**src/rtl/mem_arb_pkg.sv**
```systemverilog
// Shared constants, state encoding and transaction record for the IF/MEM memory-port arbiter.
package mem_arb_pkg;

    localparam int ADDR_W         = 32;
    localparam int DATA_W         = 64;
    localparam int INSTR_W        = 32;
    localparam int CNT_W          = 4;
    localparam int MEM_LAT_DEF    = 2;
    localparam int STARVE_MAX_DEF = 4;

    localparam logic [1:0] ST_IDLE  = 2'd0;
    localparam logic [1:0] ST_ISSUE = 2'd1;
    localparam logic [1:0] ST_WAIT  = 2'd2;
    localparam logic [1:0] ST_DONE  = 2'd3;

    localparam logic OWNER_IF = 1'b0;
    localparam logic OWNER_D  = 1'b1;

    // Word address is kept from bit 2 up: bit 2 picks the fetch half, bits 31:3 address memory.
    typedef struct packed {
        logic                owner;
        logic                we;
        logic [ADDR_W-1:2]   addr;
        logic [DATA_W-1:0]   wdata;
    } txn_t;

    function automatic logic [INSTR_W-1:0] fetch_word(input logic hi, input logic [DATA_W-1:0] d);
        return hi ? d[63:32] : d[31:0];
    endfunction

endpackage

```
**src/rtl/mem_lat_counter.sv**
```systemverilog
// Loadable down counter that times the fixed memory latency; last flags the final wait cycle.
module mem_lat_counter
    import mem_arb_pkg::*;
(
    input  logic             clk,
    input  logic             rst,
    input  logic             load,
    input  logic [CNT_W-1:0] load_val,
    input  logic             dec,
    output logic             last
);

    logic [CNT_W-1:0] cnt;

    always_ff @(posedge clk or negedge rst) begin
        if (!rst) begin
            cnt <= '0;
        end else if (load) begin
            cnt <= load_val;
        end else if (dec && (cnt != '0)) begin
            cnt <= cnt - 1'b1;
        end
    end

    assign last = (cnt == CNT_W'(1));

endmodule

```
**src/rtl/mem_port_arbiter.sv**
```systemverilog
// Arbitrates one fixed-latency 64-bit memory between instruction fetch and the load/store port,
// with data priority, a fetch anti-starvation counter and per-requester stall outputs.
module mem_port_arbiter
    import mem_arb_pkg::*;
#(
    parameter int MEM_LAT    = MEM_LAT_DEF,
    parameter int STARVE_MAX = STARVE_MAX_DEF
) (
    input  logic               clk,
    input  logic               rst,
    input  logic               if_req,
    input  logic [ADDR_W-1:0]  if_addr,
    output logic               if_gnt,
    output logic               if_valid,
    output logic [INSTR_W-1:0] if_rdata,
    input  logic               d_req,
    input  logic               d_we,
    input  logic [ADDR_W-1:0]  d_addr,
    input  logic [DATA_W-1:0]  d_wdata,
    output logic               d_gnt,
    output logic               d_valid,
    output logic [DATA_W-1:0]  d_rdata,
    output logic               mem_en,
    output logic               mem_we,
    output logic [ADDR_W-1:0]  mem_addr,
    output logic [DATA_W-1:0]  mem_wdata,
    input  logic [DATA_W-1:0]  mem_rdata,
    output logic               stall_if,
    output logic               stall_d,
    output logic [1:0]         dbg_state
);

    logic [1:0]         state;
    logic [1:0]         state_nxt;
    txn_t               txn_q;
    logic [CNT_W-1:0]   starve_cnt;
    logic [INSTR_W-1:0] if_rdata_q;
    logic [DATA_W-1:0]  d_rdata_q;
    logic               idle;
    logic               done;
    logic               force_if;
    logic               lat_last;
    logic               addr_lsb_unused;

    assign addr_lsb_unused = ^{if_addr[1:0], d_addr[1:0]};

    assign idle     = (state == ST_IDLE);
    assign done     = (state == ST_DONE);
    assign force_if = if_req && (starve_cnt == CNT_W'(STARVE_MAX));

    // Handshake: a requester holds req (and its address/data) until its valid pulse; gnt is a
    // combinational accept in IDLE and the request is latched on that clock edge. Inputs seen
    // after the grant are ignored, and a dropped req still completes its access.
    assign d_gnt  = rst && idle && d_req && !force_if;
    assign if_gnt = rst && idle && if_req && (force_if || !d_req);

    always_comb begin
        state_nxt = state;
        case (state)
            ST_IDLE:  if (if_gnt || d_gnt) state_nxt = ST_ISSUE;
            ST_ISSUE: state_nxt = (MEM_LAT == 1) ? ST_DONE : ST_WAIT;
            ST_WAIT:  if (lat_last) state_nxt = ST_DONE;
            ST_DONE:  state_nxt = ST_IDLE;
            default:  state_nxt = ST_IDLE;
        endcase
    end

    mem_lat_counter u_lat (
        .clk      (clk),
        .rst      (rst),
        .load     (state == ST_ISSUE),
        .load_val (CNT_W'(MEM_LAT - 1)),
        .dec      (state == ST_WAIT),
        .last     (lat_last)
    );

    always_ff @(posedge clk or negedge rst) begin
        if (!rst) begin
            state      <= ST_IDLE;
            txn_q      <= '0;
            starve_cnt <= '0;
            if_rdata_q <= '0;
            d_rdata_q  <= '0;
        end else begin
            state <= state_nxt;
            if (if_gnt || d_gnt) begin
                txn_q.owner <= d_gnt ? OWNER_D : OWNER_IF;
                txn_q.we    <= d_gnt && d_we;
                txn_q.addr  <= d_gnt ? d_addr[ADDR_W-1:2] : if_addr[ADDR_W-1:2];
                txn_q.wdata <= d_gnt ? d_wdata : '0;
            end
            // Fetch is only starved while it is actually waiting behind data grants.
            if (idle) begin
                if (if_gnt || !if_req) begin
                    starve_cnt <= '0;
                end else if (d_gnt && (starve_cnt != CNT_W'(STARVE_MAX))) begin
                    starve_cnt <= starve_cnt + 1'b1;
                end
            end
            if (done && !txn_q.we) begin
                if (txn_q.owner == OWNER_IF) begin
                    if_rdata_q <= fetch_word(txn_q.addr[2], mem_rdata);
                end else begin
                    d_rdata_q <= mem_rdata;
                end
            end
        end
    end

    assign if_valid = done && (txn_q.owner == OWNER_IF);
    assign d_valid  = done && (txn_q.owner == OWNER_D);

    // Read data is bypassed in DONE so it is valid in the same cycle as the valid pulse.
    assign if_rdata = if_valid ? fetch_word(txn_q.addr[2], mem_rdata) : if_rdata_q;
    assign d_rdata  = (d_valid && !txn_q.we) ? mem_rdata : d_rdata_q;

    assign mem_en    = (state == ST_ISSUE);
    assign mem_we    = mem_en && txn_q.we;
    assign mem_addr  = mem_en ? {txn_q.addr[ADDR_W-1:3], 3'b000} : '0;
    assign mem_wdata = mem_we ? txn_q.wdata : '0;

    assign stall_if  = rst && if_req && !if_valid;
    assign stall_d   = rst && d_req && !d_valid;
    assign dbg_state = state;

endmodule

```
**config.mk**
```make
export PLATFORM = sky130hd
export DESIGN_NAME = mem_port_arbiter
export DESIGN_NICKNAME = d
export VERILOG_FILES = /design/src/rtl/mem_arb_pkg.sv /design/src/rtl/mem_lat_counter.sv /design/src/rtl/mem_port_arbiter.sv
export SDC_FILE = /design/constraint.sdc
export NUM_CORES = 1
export LEC_CHECK = 0
export CAP_MARGIN = 5
export CORE_ASPECT_RATIO = 0.5
export CORE_MARGIN = 3
export CORE_UTILIZATION = 50
export CTS_BUF_LIST = sky130_fd_sc_hd__clkbuf_16
export DETAILED_ROUTE_END_ITERATION = 6
export DONT_BUFFER_PORTS = 1
export PLACE_DENSITY = 0.7
export SLEW_MARGIN = 25
export SYNTH_ARGS = -nofsm -noshare
export SYNTH_HDL_FRONTEND = slang
export SYNTH_SLANG_ARGS = --single-unit
export TNS_END_PERCENT = 50
```
**constraint.sdc**
```tcl
create_clock -name clk -period 2.5 [get_ports clk]
set_input_delay 0.5 -clock clk [delete_from_list [all_inputs] [get_ports clk]]
set_output_delay 0.5 -clock clk [all_outputs]
set_load 0.01 [all_outputs]
```
==> results of run 1 <==
==> how the worst max path moves through the flow <==
stage,from,endpoint,slack [ns],cells past startpoint
final,dbg_state[0],d_rdata[8],0.002,6
after floorplan,dbg_state[0],d_rdata[43],0.26,6
after global routing,dbg_state[0],d_rdata[8],-0.06,6
after CTS,dbg_state[0],d_rdata[34],-0.02,6
after global placement,dbg_state[0],d_rdata[8],0.31,5
after detailed placement,dbg_state[0],d_rdata[8],0.29,5
==> kinds of logic (layout without fill, tap and decap cells) <==
kind of cell             count (synthesis)  in the layout  synth area share, %
buffers and inverters                  103             92                 4.47
AND/OR/NAND/NOR                        281            281                 14.6
adder cells (fa/ha/maj)                 10             10                 1.23
other                                    1              3               0.0369
flip-flops                             202            202                 49.8
multiplexers                           162            162                 17.6
AO/OA/AOI/OAI                          178            178                 12.3
==> critical path: stages, from the launching register on <==
cell,delay [ns]
dfrtp_1,0.38
ha_2,0.19
and2_4,0.18
nand2b_4,0.13
buf_6,0.16
buf_12,0.14
mux2_4,0.33
==> cells in the final DEF (no fill, tap or decap), drive strengths merged, types with 3 or more instances in the layout <==
cell type  synthesis  layout
dfrtp            202     202
mux2             130     130
and3              66      66
a22o              66      66
nor2              65      65
buf               37      45
nand2             38      38
a21oi             37      37
o21ai             36      36
nor3              33      33
mux2i             32      32
and2              32      32
a211oi            31      31
nor4              30      30
clkbuf            55      20
inv               11      11
ha                10      10
clkinv             0       6
bufinv             0       5
or3                3       3
conb               1       3
bufbuf             0       3
nor3b              3       3
==> where the power goes <==
group,internal [mW],switching (mW),total [mW],leakage [nW]
logic,3.60,3.80,7.39,2.95
registers,4.82,0.885,5.71,2.40
clock network,1.90,1.24,3.15,0.324
==> through the flow <==
step	setup TNS [ns]	hold WS, ns
after floorplan	0	0.204
after global placement	0	0.208
after detailed placement	0	0.208
after CTS	-0.350	-0.302
after global routing	-2.56	-0.307
final	0	-0.289
==> sequential cells by signal (all words and copies together) (netlist names) <==
| name | count |
|---|---|
| dbg_state | 2 |
| if_rdata_q | 32 |
| starve_cnt | 4 |
| d_rdata_q | 64 |
| u_lat.cnt | 4 |
| txn_q | 96 |
==> final cells by class <==
type,instances,area [sq um]
clock inverter,13,193
clock buffer,19,475
tap,266,333
sequential,202,5060
timing repair buffer,49,729
multi-input combinational,634,4950
inverter,11,41.3
fill,1609,7900
==> routing by layer <==
metal	wire (um)	vias up
met3	1850	53
li1	-	3341
met2	13300	274
met1	11900	3782
met4	619	0
met5	0	-
==> timing repair <==
item	in CTS	in global routing
pin swaps	2	2
setup endpoints to repair	134	67
resized for setup	80	0
setup buffers	10	0
gates cloned	8	1
hold endpoints to repair	202	202
==> impl_metrics.csv, run 1 <==
group,metric,value,unit
routing,routed_wirelength,27600,um
floorplan,start_util,51.6,%
timing,setup_ws,0.00179,ns
global_routing,grt_pass1_wl,42700,um
placement,dp_hpwl,17400,um
synth,synth_ff_type,"dfrtp_1",
routing,drt-wirelength-per-cell,23.2,um
worst_setup_path,crit_required,2.00,ns
synth,ys.warnings.count,0,
global_routing,grt-busiest-layer,"met2",
global_routing,grt_usage,23.6,%
placement,place.gp.congestion,0.816,
floorplan,coreArea,19700,sq um
routing,firstDrtPassIters,5,
pwr,power.total,16.2,mW
synth,synth_top_area_share,49.8,%
routing,drt_iter0_drc,532,
synth,synthTopCellsByCount,"dfrtp_1, mux2_2, a22o_1, and3_1, nor2_1",
timing,layout_min_cycle_time,2.50,ns
timing,grt_setup_unrepaired,"true",
synth,synth_edf_count,0,
worst_setup_path,crit_path_start_kind,"flop",
global_routing,met3_usage,5.41,%
synth,ys_top_cells_by_area,"dfrtp_1, mux2_2, a22o_1",
global_routing,grt_overflow,0,
synth,synth-seq-cells,202,
timing,slew_viol_final,0,
synth,ys_seq_area_share,49.8,%
timing,period_share,99.9,%
clock_tree,cts_made_buffers,19,
placement,dp.cells,1143,
pwr,p_leak,5.67,nW
synth,yosysUniqueCellTypes,40,
global_routing,antenna_found_initial,0,
floorplan,io_pins,399,
global_routing,grt_util_met2,38.4,%
clock_tree,cts_tree,"built",
placement,numPortBuffers,0,
worst_setup_path,timing.rr.end,"d_rdata_q[29]",
floorplan,die_area,22200,sq um
worst_setup_path,worstPathArrival,2.00,ns
routing,vias,7450,
routing,drtAntennaViolNets,0,
worst_setup_path,end_kind,"output pin",
pwr,powerDensity,1380,nW/um^2
final_layout,fin_util,59.8,%
synth,syn_area_per_cell,10.8,sq um
pwr,peakVddDrop,0.620,mV
run_status,violations,"hold timing",
final_layout,drive_above_1_share,23.9,%
synth,syn_area,10200,sq um
timing,holdWs,-0.289,ns
timing,worstMarginPinSlew,0.622,ns
run_status,status,"complete, but fails checks",
global_routing,use_met1,32.5,%
floorplan,die_y,107,um
floorplan,rows,36,
clock_tree,cts_root_buf,"clkbuf_16",
worst_setup_path,reg2reg_from,"dbg_state[0]",
timing,fmax,400,MHz
final_layout,diodes,0,
synth,async_flop_share,100,%
global_routing,grt_pass1_vias,7482,
clock_tree,htree_levels,1,
synth,synth_largest_area_cell,"dfrtp_1",
flow_run,maxCapViolations,0,
clock_tree,clockBufferDepth,3,
synth,postSynthCellCount,937,
worst_setup_path,reg2regPathDepth,8,
final_layout,finalNonFillerCells,1194,
timing,relSlewSlack,58.6,%
placement,post-place-ws,0.286,ns
final_layout,area_delta_synth_final,16.0,%
clock_tree,clk_latency,0.48,ns
final_layout,nets,1124,
final_layout,finalInstanceArea,11800,sq um
clock_tree,numClockSinks,202,
global_routing,grt_max_degree,213,
worst_setup_path,crit_path_max_fanout,6,
placement,placed_area,10500,sq um
worst_setup_path,rrSetupSlack,0.44,ns
worst_setup_path,worstSetupPathType,"flop to output pin",
timing,finalSetupViolations,0,
routing,drc,0,
timing,skew,0.0127,ns
synth,synth.most_common_cell,"dfrtp_1",
floorplan,fp.dieW,208,um
min_path,hold_class,"input port to async pin",
timing,hold_violations,202,
routing,viasPerCell,6.24,
clock_tree,clkTransAtPathRegs,0.07,ns
Note: power is estimated with default switching activity, not from simulation.
==> inputs of run 2 (changes only) <==
--- a/config.mk
+++ b/config.mk
@@ -17,4 +17,3 @@
 export SYNTH_ARGS = -nofsm -noshare
 export SYNTH_HDL_FRONTEND = slang
 export SYNTH_SLANG_ARGS = --single-unit
-export TNS_END_PERCENT = 50
==> impl_metrics.csv, run 2 (same netlist as run 1, synthesis figures left out) <==
group,metric,value,unit
run_status,status,"complete, but fails checks",
run_status,violations,"hold timing",
pwr,power.total,16.3,mW
floorplan,start_util,51.6,%
global_routing,antenna_found_initial,0,
routing,routed_wirelength,27700,um
flow_run,maxCapViolations,0,
pwr,p_leak,5.67,nW
worst_setup_path,end_kind,"output pin",
clock_tree,htree_levels,1,
worst_setup_path,crit_required,2.00,ns
final_layout,final_cell_mix,"dfrtp_1, and3_1, a22o_1, mux2_2, nor2_1",
pwr,powerDensity,1380,nW/um^2
final_layout,largest_reg_flops,96,
global_routing,grt_pass1_vias,7482,
worst_setup_path,worstSetupPathType,"flop to output pin",
routing,vias,7459,
global_routing,grt_overflow,0,
routing,drt_iter0_drc,557,
worst_setup_path,crit_path_start_kind,"flop",
timing,hold_violations,202,
clock_tree,clockBufferDepth,3,
worst_setup_path,reg2regPathDepth,8,
timing,grt_setup_unrepaired,"true",
timing,period_share,99.9,%
routing,viasPerCell,6.25,
final_layout,diodes,0,
timing,slew_viol_final,0,
clock_tree,numClockSinks,202,
final_layout,nets,1124,
global_routing,grt_usage,23.6,%
clock_tree,cts_root_buf,"clkbuf_16",
final_layout,layout_commonest_cell,"dfrtp_1",
timing,layout_min_cycle_time,2.50,ns
routing,firstDrtPassIters,5,
placement,dp_hpwl,17400,um
timing,finalSetupViolations,0,
placement,post-place-ws,0.286,ns
min_path,hold_class,"input port to async pin",
timing,skew,0.0123,ns
floorplan,coreArea,19700,sq um
timing,worstMarginPinSlew,0.620,ns
worst_setup_path,worstPathArrival,2.00,ns
placement,numPortBuffers,0,
clock_tree,clkTransAtPathRegs,0.07,ns
routing,drc,0,
timing,fmax,400,MHz
routing,drtAntennaViolNets,0,
timing,relSlewSlack,58.6,%
floorplan,fp.dieW,208,um
floorplan,rows,36,
clock_tree,clk_latency,0.48,ns
routing,drt-wirelength-per-cell,23.2,um
global_routing,grt_max_degree,213,
final_layout,area_delta_synth_final,16.0,%
floorplan,die_area,22200,sq um
clock_tree,cts_tree,"built",
final_layout,reg.largest.list,"txn_q x96, d_rdata_q x64, if_rdata_q x32",
final_layout,top_register,"txn_q",
final_layout,fillers,1609,
pwr,peakVddDrop,0.619,mV
global_routing,grt_pass1_wl,42700,um
worst_setup_path,crit_path_max_fanout,6,
placement,place.gp.congestion,0.816,
timing,holdWs,-0.290,ns
final_layout,drive_above_1_share,23.9,%
clock_tree,cts_made_buffers,19,
final_layout,fin_util,59.9,%
floorplan,io_pins,399,
floorplan,die_y,107,um
timing,setup_ws,0.00165,ns
[run 2: cell count changes in the layout (fill, tap and decap cells not counted)]
cell   delta
buf_4     -1
buf_6     +1
[run 2: worst paths after layout]
kind | slack [ns] | startpoint | endpoint
min in group clk | 0.15 | d_wdata[1] | txn_q[1]
worst max-delay path | 0.002 | dbg_state[0] | d_rdata[8]
max in group asynchronous | 2.51 | rst | txn_q[28]
worst min-delay path | -0.29 | rst | d_rdata_q[17]
worst max register to register | 0.44 | dbg_state[0] | d_rdata_q[60]
worst min register to register | 0.49 | txn_q[28] | txn_q[28]
[run 2: per-stage QoR]
stage               hold WS [ns]  instance area [sq um]  std cells  TNS, ns
floorplan                  0.204                  10200        939        0
CTS                       -0.302                  11800       1193   -0.350
global route              -0.307                  11800       1194    -2.59
finish                    -0.290                  11800       1194        0
detailed placement         0.208                  10500       1143        0
global placement           0.208                  10500       1143        0
[run 2: area by class of cell]
class                      instances  area, sq um  area share (%)
tap                              266          333            2.82
multi-input combinational        634         4950            42.0
timing repair buffer              49          733            6.22
clock buffer                      19          475            4.03
inverter                          11         41.3           0.350
sequential                       202         5060            42.9
clock inverter                    13          193            1.64
[run 2: where the power goes]
group	internal, mW	total [mW]	leakage (nW)	switching [mW]
clock network	1.90	3.15	0.324	1.24
registers	4.82	5.71	2.40	0.884
logic	3.60	7.40	2.95	3.80
[run 2: metal layers]
metal	track usage, %	wire length, um
met5	0	0
met4	5.56	600
met3	5.41	1860
met2	38.4	13200
met1	32.5	12000
[run 2: worst max-delay path, stage by stage (launching register included)]
cell,delay (ns)
dfrtp_1,0.38
ha_2,0.19
and2_4,0.18
nand2b_4,0.13
buf_6,0.16
buf_12,0.14
mux2_4,0.33
[run 2: repair_timing]
action,CTS,global route
hold endpoints to repair,202,202
cloned,8,1
resized for setup,80,1
setup buffers,10,0
setup endpoints to repair,134,67
pin swaps,2,2
==> inputs of run 3 (changes only) <==
--- a/config.mk
+++ b/config.mk
@@ -8,11 +8,11 @@
 export CAP_MARGIN = 5
 export CORE_ASPECT_RATIO = 0.5
 export CORE_MARGIN = 3
-export CORE_UTILIZATION = 50
+export CORE_UTILIZATION = 42
 export CTS_BUF_LIST = sky130_fd_sc_hd__clkbuf_16
 export DETAILED_ROUTE_END_ITERATION = 6
 export DONT_BUFFER_PORTS = 1
-export PLACE_DENSITY = 0.7
+export PLACE_DENSITY = 0.61
 export SLEW_MARGIN = 25
 export SYNTH_ARGS = -nofsm -noshare
 export SYNTH_HDL_FRONTEND = slang
==> impl_metrics.csv, run 3 (same netlist as run 1, synthesis figures left out) <==
group,metric,value,unit
worst_setup_path,worstPathCellList,"ha_2 -> and2_4 -> nand2b_4 -> buf_12 -> clkbuf_16 -> mux2_4",
clock_tree,cts_made_buffers,20,
timing,skew,0.0127,ns
pwr,power.total,15.9,mW
worst_setup_path,reg2reg_from,"dbg_state[1]",
global_routing,antenna_found_initial,0,
pwr,peakVddDrop,0.462,mV
clock_tree,numClockSinks,202,
flow_run,maxCapViolations,0,
run_status,status,"complete, but fails checks",
routing,drt-wirelength-per-cell,23.3,um
global_routing,grt_usage,20.7,%
clock_tree,clkTransAtPathRegs,0.06,ns
global_routing,grt_max_degree,213,
final_layout,layout_commonest_cell,"dfrtp_1",
routing,drc,0,
worst_setup_path,critPathSlowestCell,"dfrtp_1",
timing,grt_setup_unrepaired,"true",
placement,dp.cells,1183,
global_routing,grt_overflow,0,
timing,fin_setup_tns,-0.542,ns
routing,drtAntennaViolNets,0,
final_layout,diodes,0,
final_layout,nets,1123,
run_status,violations,"hold timing, setup timing",
placement,numPortBuffers,0,
global_routing,grt_pass1_wl,42900,um
final_layout,finalNonFillerCells,1236,
routing,drt_iter0_drc,602,
final_layout,largest_reg_flops,96,
timing,layout_min_cycle_time,2.53,ns
floorplan,io_pins,399,
placement,post-place-ws,0.251,ns
floorplan,die_area,26200,sq um
floorplan,start_util,43.6,%
timing,slew_viol_final,0,
routing,firstDrtPassIters,5,
global_routing,grt_pass1_vias,7305,
final_layout,area_delta_synth_final,15.5,%
worst_setup_path,worstPathBufferInverterCount,2,
clock_tree,clockBufferDepth,3,
routing,viasPerCell,5.99,
timing,fmax,395,MHz
clock_tree,htree_levels,1,
clock_tree,clk_latency,0.50,ns
clock_tree,cts_tree,"built",
timing,setup_ws,-0.0319,ns
timing,hold_violations,202,
clock_tree,cts_root_buf,"clkbuf_16",
worst_setup_path,crit_path_max_fanout,6,
worst_setup_path,timing.rr.end,"starve_cnt[0]",
timing,finalSetupViolations,42,
worst_setup_path,rrSetupSlack,0.50,ns
floorplan,die_y,116,um
timing,worstMarginPinSlew,0.565,ns
routing,routed_wirelength,28800,um
floorplan,coreArea,23300,sq um
timing,holdWs,-0.293,ns
worst_setup_path,worstPathArrival,2.03,ns
pwr,p_leak,5.60,nW
pwr,powerDensity,1360,nW/um^2
floorplan,fp.dieW,226,um
final_layout,reg.largest.list,"txn_q x96, d_rdata_q x64, if_rdata_q x32",
worst_setup_path,end_kind,"output pin",
timing,period_share,101,%
worst_setup_path,reg2regPathDepth,8,
worst_setup_path,max_stage_delay,0.38,ns
worst_setup_path,crit_path_start_kind,"flop",
final_layout,drive_above_1_share,23.8,%
placement,dp_hpwl,18200,um
placement,place.gp.congestion,0.770,
timing,relSlewSlack,62.0,%
final_layout,top_register,"txn_q",
worst_setup_path,crit_required,2.00,ns
floorplan,rows,39,
worst_setup_path,worstSetupPathType,"flop to output pin",
routing,vias,7406,
final_layout,final_cell_mix,"dfrtp_1, mux2_2, a22o_1, and3_1, nor2_1",
min_path,hold_class,"input port to async pin",
final_layout,fillers,2015,
worst_setup_path,cp_top_family,"flip-flops",
[run 3: cell count changes in the layout (fill, tap and decap cells not counted), sizes merged]
| cell | delta |
|---|---|
| buf | -2 |
| bufbuf | -1 |
| clkbuf | +3 |
| bufinv | -4 |
| inv | +6 |
| clkinv | -1 |
[run 3: routing by layer]
layer  GRT usage [%]  share of wire [%]  vias up  routed length, um
li1                -                  -     3339                  -
met1            27.4                 42     3744              12100
met2            34.7                 50      279              14400
met3            5.09                6.3       44               1810
met4            4.69                2.0        0                576
met5               0                  0        -                  0
[run 3: power by group]
part           internal, mW  switching [mW]  leakage, nW
registers              4.82           0.864         2.40
logic                  3.51            3.85         2.88
clock network          1.62            1.27        0.323
[run 3: worst max path at each step]
stage                      start           to  slack (ns)  depth (start not counted)
floorplan           dbg_state[0]  d_rdata[43]        0.26                          6
global placement    dbg_state[0]  d_rdata[44]        0.28                          5
detailed placement  dbg_state[0]  d_rdata[44]        0.25                          5
CTS                 dbg_state[1]  d_rdata[13]       -0.09                          6
global route        dbg_state[0]  d_rdata[32]       -0.10                          6
finish              dbg_state[0]   d_rdata[2]       -0.03                          6
[run 3: timing repair]
item / in CTS / in global routing
cloned: 8 / 2
buffers inserted: 8 / 0
hold endpoints to repair: 202 / 202
setup endpoints to repair: 93 / 76
pin swaps: 3 / 2
gates resized for setup: 65 / 24
[run 3: final cells by class]
class	count	area, sq um	area share [%]
Clock buffer	21	526	4.48
Tap cell	307	384	3.27
Inverter	11	45.0	0.384
Timing Repair Buffer	47	693	5.91
Clock inverter	14	85.1	0.725
Multi-Input combinational cell	634	4940	42.1
Sequential cell	202	5060	43.1
[run 3: per-stage QoR]
| step | cell area, sq um | util, % |
|---|---|---|
| after floorplan | 10200 | - |
| after global placement | 10500 | 44.9 |
| after detailed placement | 10500 | 44.9 |
| after CTS | 11600 | 49.8 |
| after global routing | 11700 | 50.4 |
| final | 11700 | 50.4 |
